===== src/rtl/sram_port_arbiter_pkg.sv =====
// Shared encodings for the instruction/data SRAM port arbiter.
// Holds the handshake FSM states and the grant owner encoding.
package sram_port_arbiter_pkg;

    typedef enum logic [1:0] {
        ST_IDLE = 2'd0,
        ST_ADDR = 2'd1,
        ST_DATA = 2'd2,
        ST_DONE = 2'd3
    } state_t;

    localparam logic GRANT_INST = 1'b0;
    localparam logic GRANT_DATA = 1'b1;

endpackage


===== src/rtl/sram_port_arbiter.sv =====
// Multiplexes the fetch and load/store requesters onto one SRAM-like port,
// alternating on conflicts and running the addr_ok/data_ok handshake.
module sram_port_arbiter
    import sram_port_arbiter_pkg::*;
#(
    parameter int ADDR_W = 32,
    parameter int DATA_W = 32
) (
    input  logic                  clk,
    input  logic                  rst,

    input  logic                  inst_req,
    input  logic [DATA_W/8-1:0]   inst_wen,
    input  logic [ADDR_W-1:0]     inst_addr,
    input  logic [DATA_W-1:0]     inst_wdata,
    output logic [DATA_W-1:0]     inst_rdata,
    output logic                  inst_done,

    input  logic                  data_req,
    input  logic [DATA_W/8-1:0]   data_wen,
    input  logic [ADDR_W-1:0]     data_addr,
    input  logic [DATA_W-1:0]     data_wdata,
    output logic [DATA_W-1:0]     data_rdata,
    output logic                  data_done,

    output logic                  mem_req,
    output logic [DATA_W/8-1:0]   mem_wen,
    output logic [ADDR_W-1:0]     mem_addr,
    output logic [DATA_W-1:0]     mem_wdata,
    input  logic                  mem_addr_ok,
    input  logic                  mem_data_ok,
    input  logic [DATA_W-1:0]     mem_rdata,

    output logic                  stallreq
);

    localparam int BE_W = DATA_W / 8;

    state_t              state, state_nxt;
    logic                grant, grant_nxt;
    logic                last_grant, last_grant_nxt;
    logic [DATA_W-1:0]   rdata_q, rdata_nxt;

    logic                pick;
    logic [BE_W-1:0]     sel_wen;
    logic [ADDR_W-1:0]   sel_addr;
    logic [DATA_W-1:0]   sel_wdata;
    logic [DATA_W-1:0]   capture;

    // Requesters hold their payload until done, so muxing by grant is stable.
    always_comb begin
        sel_wen   = (grant == GRANT_DATA) ? data_wen   : inst_wen;
        sel_addr  = (grant == GRANT_DATA) ? data_addr  : inst_addr;
        sel_wdata = (grant == GRANT_DATA) ? data_wdata : inst_wdata;
        capture   = (sel_wen == '0) ? mem_rdata : '0;
    end

    // On a conflict the requester that did not win last time goes first.
    always_comb begin
        if (inst_req && data_req)
            pick = ~last_grant;
        else if (data_req)
            pick = GRANT_DATA;
        else
            pick = GRANT_INST;
    end

    always_comb begin
        // NOTE: every output and next-state value gets a default first so no path infers a latch.
        state_nxt      = state;
        grant_nxt      = grant;
        last_grant_nxt = last_grant;
        rdata_nxt      = rdata_q;
        mem_req        = 1'b0;
        mem_wen        = '0;
        mem_addr       = '0;
        mem_wdata      = '0;
        inst_done      = 1'b0;
        data_done      = 1'b0;

        case (state)
            ST_IDLE: begin
                if (inst_req || data_req) begin
                    grant_nxt      = pick;
                    last_grant_nxt = pick;
                    state_nxt      = ST_ADDR;
                end
            end
            ST_ADDR: begin
                mem_req   = 1'b1;
                mem_wen   = sel_wen;
                mem_addr  = sel_addr;
                mem_wdata = sel_wdata;
                if (mem_addr_ok) begin
                    if (mem_data_ok) begin
                        rdata_nxt = capture;
                        state_nxt = ST_DONE;
                    end else begin
                        state_nxt = ST_DATA;
                    end
                end
            end
            ST_DATA: begin
                if (mem_data_ok) begin
                    rdata_nxt = capture;
                    state_nxt = ST_DONE;
                end
            end
            ST_DONE: begin
                inst_done = (grant == GRANT_INST);
                data_done = (grant == GRANT_DATA);
                state_nxt = ST_IDLE;
            end
            default: state_nxt = ST_IDLE;
        endcase
    end

    // NOTE: sequential state uses non-blocking assignments so all registers update from pre-edge values.
    always_ff @(posedge clk or negedge rst) begin
        if (!rst) begin
            state      <= ST_IDLE;
            grant      <= GRANT_INST;
            last_grant <= GRANT_INST;
            rdata_q    <= '0;
        end else begin
            state      <= state_nxt;
            grant      <= grant_nxt;
            last_grant <= last_grant_nxt;
            rdata_q    <= rdata_nxt;
        end
    end

    assign inst_rdata = rdata_q;
    assign data_rdata = rdata_q;
    assign stallreq   = (inst_req & ~inst_done) | (data_req & ~data_done);

endmodule


===== config.mk =====
export PLATFORM = sky130hd
export DESIGN_NAME = sram_port_arbiter
export DESIGN_NICKNAME = d
export VERILOG_FILES = /design/src/rtl/sram_port_arbiter_pkg.sv /design/src/rtl/sram_port_arbiter.sv
export SDC_FILE = /design/constraint.sdc
export NUM_CORES = 1
export LEC_CHECK = 0
export BUFFER_PORTS_ARGS = -buffer_cell sky130_fd_sc_hd__buf_2
export CAP_MARGIN = 25
export CORE_AREA = 2 2 121 123
export DETAILED_ROUTE_END_ITERATION = 16
export DIE_AREA = 0 0 123 125
export GPL_TIMING_DRIVEN = 0
export PLACE_DENSITY = 0.55
export SLEW_MARGIN = 10
export SYNTH_ARGS = -nofsm -noshare
export SYNTH_HDL_FRONTEND = slang
export SYNTH_SLANG_ARGS = --single-unit
export TNS_END_PERCENT = 100

===== constraint.sdc =====
create_clock -name clk -period 2 [get_ports clk]
set_input_delay 0.2 -clock clk [delete_from_list [all_inputs] [get_ports clk]]
set_output_delay 0.2 -clock clk [all_outputs]
set_load 0.005 [all_outputs]

======== Word level (Yosys, flattened, before mapping) ========
Index checks and enable logic that the tools add are counted.
word-level totals
  register bits ........................... 35
  output and inout bits ................... 136
operators by class
  bitwise logic cells ..................... 6
  equal/unequal tests ..................... 6
  reduce and logical (&&, ||, !) cells .... 8
  multiplexer cells ....................... 20
operators by type and width
  cell                                                                   number
  32-bit two-way mux                                                     7
  32-bit one-hot mux with 2 select lines                                 1
  4-bit two-way mux                                                      2
  2-bit one-hot mux with 4 select lines                                  1
  1-bit two-way mux                                                      6
  2-bit two-way mux                                                      3
  2-bit != test, second input constant                                   3
  2-bit equality test, second input constant                             2
  4-bit logical NOT                                                      1
  2-bit AND reduction                                                    2
  1-bit inverter                                                         3
  3-bit AND reduction                                                    1
  1-bit AND                                                              2
  2-bit by 1-bit equality test with 1-bit output, second input constant  1
  2-bit logical NOT                                                      1
  2-bit nonzero test                                                     1
  1-bit logical AND                                                      1
  1-bit logical OR                                                       1
  1-bit OR                                                               1

======== Depth between registers and ports, before layout ========
  word-level depth ........................ 6
  mapped depth ............................ 6
  mapped depth without buffers ............ 5

======== Least setup slack after synthesis ========
Ideal clock, no wire load.
  path type ............................... register to register
  start point ............................. reg state[1]
  end point ............................... reg state[1]
  clock period less this slack ............ 1.629 ns
  data arrival time ....................... 1.504 ns
  required time ........................... 1.875 ns
  cell stages (with the launch flop) ...... 6
  slack ................................... 0.371 ns
  cell sequence ........................... dfrtp_1 > inv_1 > ha_1 > nor2b_4 > or3_4 > mux2_4
between the ends
  word-level cells in the longest chain between the ends .. 3
  elaborated cells between the ends (all ways) .. 9
RTL lines
  what                                               line                      text
  from (decl)                                        sram_port_arbiter.sv:39   state_t state, state_nxt;
  from (signal assigned)                             sram_port_arbiter.sv:126  state <= state_nxt;
  2-bit equality test, or another cell as far along  sram_port_arbiter.sv:81   case (state)
  2-bit != test (no source line)                     --
  3-bit AND reduction (no source line)               --
Parallel ways exist; a longest one is shown, timed or not.
A chain may end at the register's enable or synchronous reset.

======== Final worst setup path ========
  start point ............................. reg state[1]
  end point ............................... out mem_wdata[16]
between the ends
  word-level cells in the longest chain between the ends .. 2
RTL lines
  what                                            line                     text
  2-bit by 1-bit equality test with 1-bit output  sram_port_arbiter.sv:81
  32-bit two-way mux                              sram_port_arbiter.sv:81
  to (decl)                                       sram_port_arbiter.sv:29  output logic [DATA_W-1:0] mem_wdata,
No other way between the ends.

==> reports/metrics.csv <==
metric,value,unit
status,completed,
Via-to-Cell Ratio,4.327,
CTS Buf Count,5,
clk_skew,0.008066,ns
P&R area growth vs syn,60.54,%
final wirelength,12120,um
layout filler cell count,1493,
post-route cell area,0.005249,sq mm
initial antenna violation count,0,
Detail Route Antenna Nets,0,
post-synthesis sequential area ratio,0.2679,
"top cells by area, synth","dfrtp_1 27%, mux2i_1 21%, o2bb2ai_2 14%",
Pwr Density,1041,mW/mm^2
H-tree Lvls,2,
r2r startpoint,state[0]$_DFFE_PN0P_,
r2r setup slk,0.18,ns
Max Cap Viol,0,
area share of the largest cell type after synthesis,0.2679,
Sink Count,35,
Starting DRT DRC Count,52,
core area,0.01420,sq mm
maximum VDD drop,0.0003977,V
Yosys top cell by area,dfrtp_1,
Crit Path Max Fanout,10,
GRT Residual Overflow,0,
register area,875.8,sq um
Max clock buf depth,2,
max-slew violation count,0,
final worst slack,0.1247,ns
Hold WC Path Type,input port to async pin,
CTS tree,yes,
DP Worst Slack,-0.01481,ns
via count,3583,
clock tree root driver cell,clkbuf_16,
Relative slew margins,0.4481,
setup violators final,0,
Die Y,125,um
CP arrival,1.68,ns
GRT Overall Usage,0.1468,
Util after Layout,0.3695,
clock-pin slew on the worst setup and hold paths,0.06,ns
number of diodes,0,
Hold Slack,0.01587,ns
Post-Syn Area,0.003269,sq mm
RePlAce Congestion,0.7791,
DR pass1 iterations,4,
vias in the first global route,3643,
multi-input logic area,0.001977,sq mm
Tmin final,1.875,ns
pin count of the biggest net entering global routing,36,
hold_buf cts,0,
Die Width,123,um
num ports,310,
syn avg cell area,10.03,sq um
clk_lat worst skew,0.28,ns
nets,823,
leak pwr,3.074,nW
IO Port Bufs,308,
first-pass GRT wire length,18070,um
Ys Warns,0,
WP data required,1.80,ns
Critical Path Sink Type,output port,
Final Hold Viols,0,
Setup crit start kind,flip-flop,
Die Footprint,0.01538,sq mm
Tcrit/Tclk final,0.9376,
DRC errors left,0,
layout cells sized above 1,0.6382,
Tot Pwr,5.463,mW
Initial Util,0.2302,
kind of critical path,flip-flop to output port,
Synth Instances,326,
Max Freq,533.3,MHz
Wirelength per Cell,14.64,um
Worst-Margin Slew,0.8278,ns
Critical path origin,state[1]$_DFFE_PN0P_,
Rows,44,
Yosys reg bits,35,
Synth cell types,27,
Mapped Nets,506,
DP HPWL,10080,um
placed cell area,0.005041,sq mm
## registers in the layout (all words and copies together) (netlist names)
| name | flops |
|---|---|
| data_rdata | 32 |
| last_grant | 1 |
| state | 2 |
## final cells by class
type,instances,share of cell area
Clock inverter,3,0.008343
Buffer,60,0.08105
Tap cell,184,0.04386
Sequential cell,35,0.1669
Timing Repair Buffer,310,0.2965
Clock buffer,5,0.02384
Multi-Input combinational cell,227,0.3766
Inverter,4,0.002861
## cells in the mapped netlist, drive strengths merged
cell          n
clkbuf        5
dlygate4sd1   4
mux2          2
a22oi         1
mux2i        68
nor3b         1
nor4          1
or3           1
dfrtp        35
nand3        32
a21oi         3
a21o          1
inv           4
o2bb2ai      32
o41ai         1
nor3          1
nor2          2
nor2b        71
ha            6
a31oi         1
buf          51
o31ai         1
nand2         2
## logic make-up (layout without fill, tap and decap cells)
kind of cell,Yosys count,in the layout,share of synthesized area
adders and majority gates,6,6,0.02296
buffers and inverters,64,382,0.1313
muxes,70,70,0.2162
and+or+nand+nor,111,111,0.2009
DFF,35,35,0.2679
AOI/OAI and AO/OA,40,40,0.1607
## metrics by stage
step,TNS (ns),instances
after floorplan,0,326
after CTS,0,826
final,0,828
after global placement,0,818
after detailed placement,-0.02789,818
after global routing,-0.005020,828
## cells in the final DEF (no fill, tap or decap), types with 5 or more instances in the layout
cell       instances
nor2b_1           70
buf_2            316
o2bb2ai_2         30
clkbuf_16          5
dfrtp_1           35
ha_1               5
mux2i_1           68
buf_4             45
nand3_1           32
## worst paths after layout
path,to,cells past startpoint
max reg2reg,data_rdata[21]$_DFFE_PN0P_,6
max in group asynchronous,last_grant$_DFFE_PN0P_,1
min in group clk,last_grant$_DFFE_PN0P_,2
min reg2reg,data_rdata[13]$_DFFE_PN0P_,1
max,mem_wdata[16],5
min,data_rdata[26]$_DFFE_PN0P_,1
## worst max-delay path, stage by stage (launching register included)
cell	delay, ns
dfrtp_1	0.43
inv_2	0.13
ha_4	0.18
dlygate4sd1_1	0.34
nor2b_1	0.17
buf_2	0.14
## timing repair
item | 4_1_cts | 5_1_grt
buffers inserted | 0 | 2
gates resized for setup | 7 | 7
endpoints found under the setup margin | 65 | 33
hold endpoints to repair | 0 | 0
## power by group
part,switching [mW],internal [mW]
Sequential,0.158,0.845
Combinational,1.69,1.88
Clock,0.309,0.588
Total,2.15,3.31
## layer usage
metal  part of all wire  track usage  wire [um]
met1               0.39       0.1693       4707
met2               0.52       0.2772       6299
met3              0.080      0.02509        973
met4              0.012      0.03342        141
met5                  0            0          0
Power figures use the tool's default switching activity.
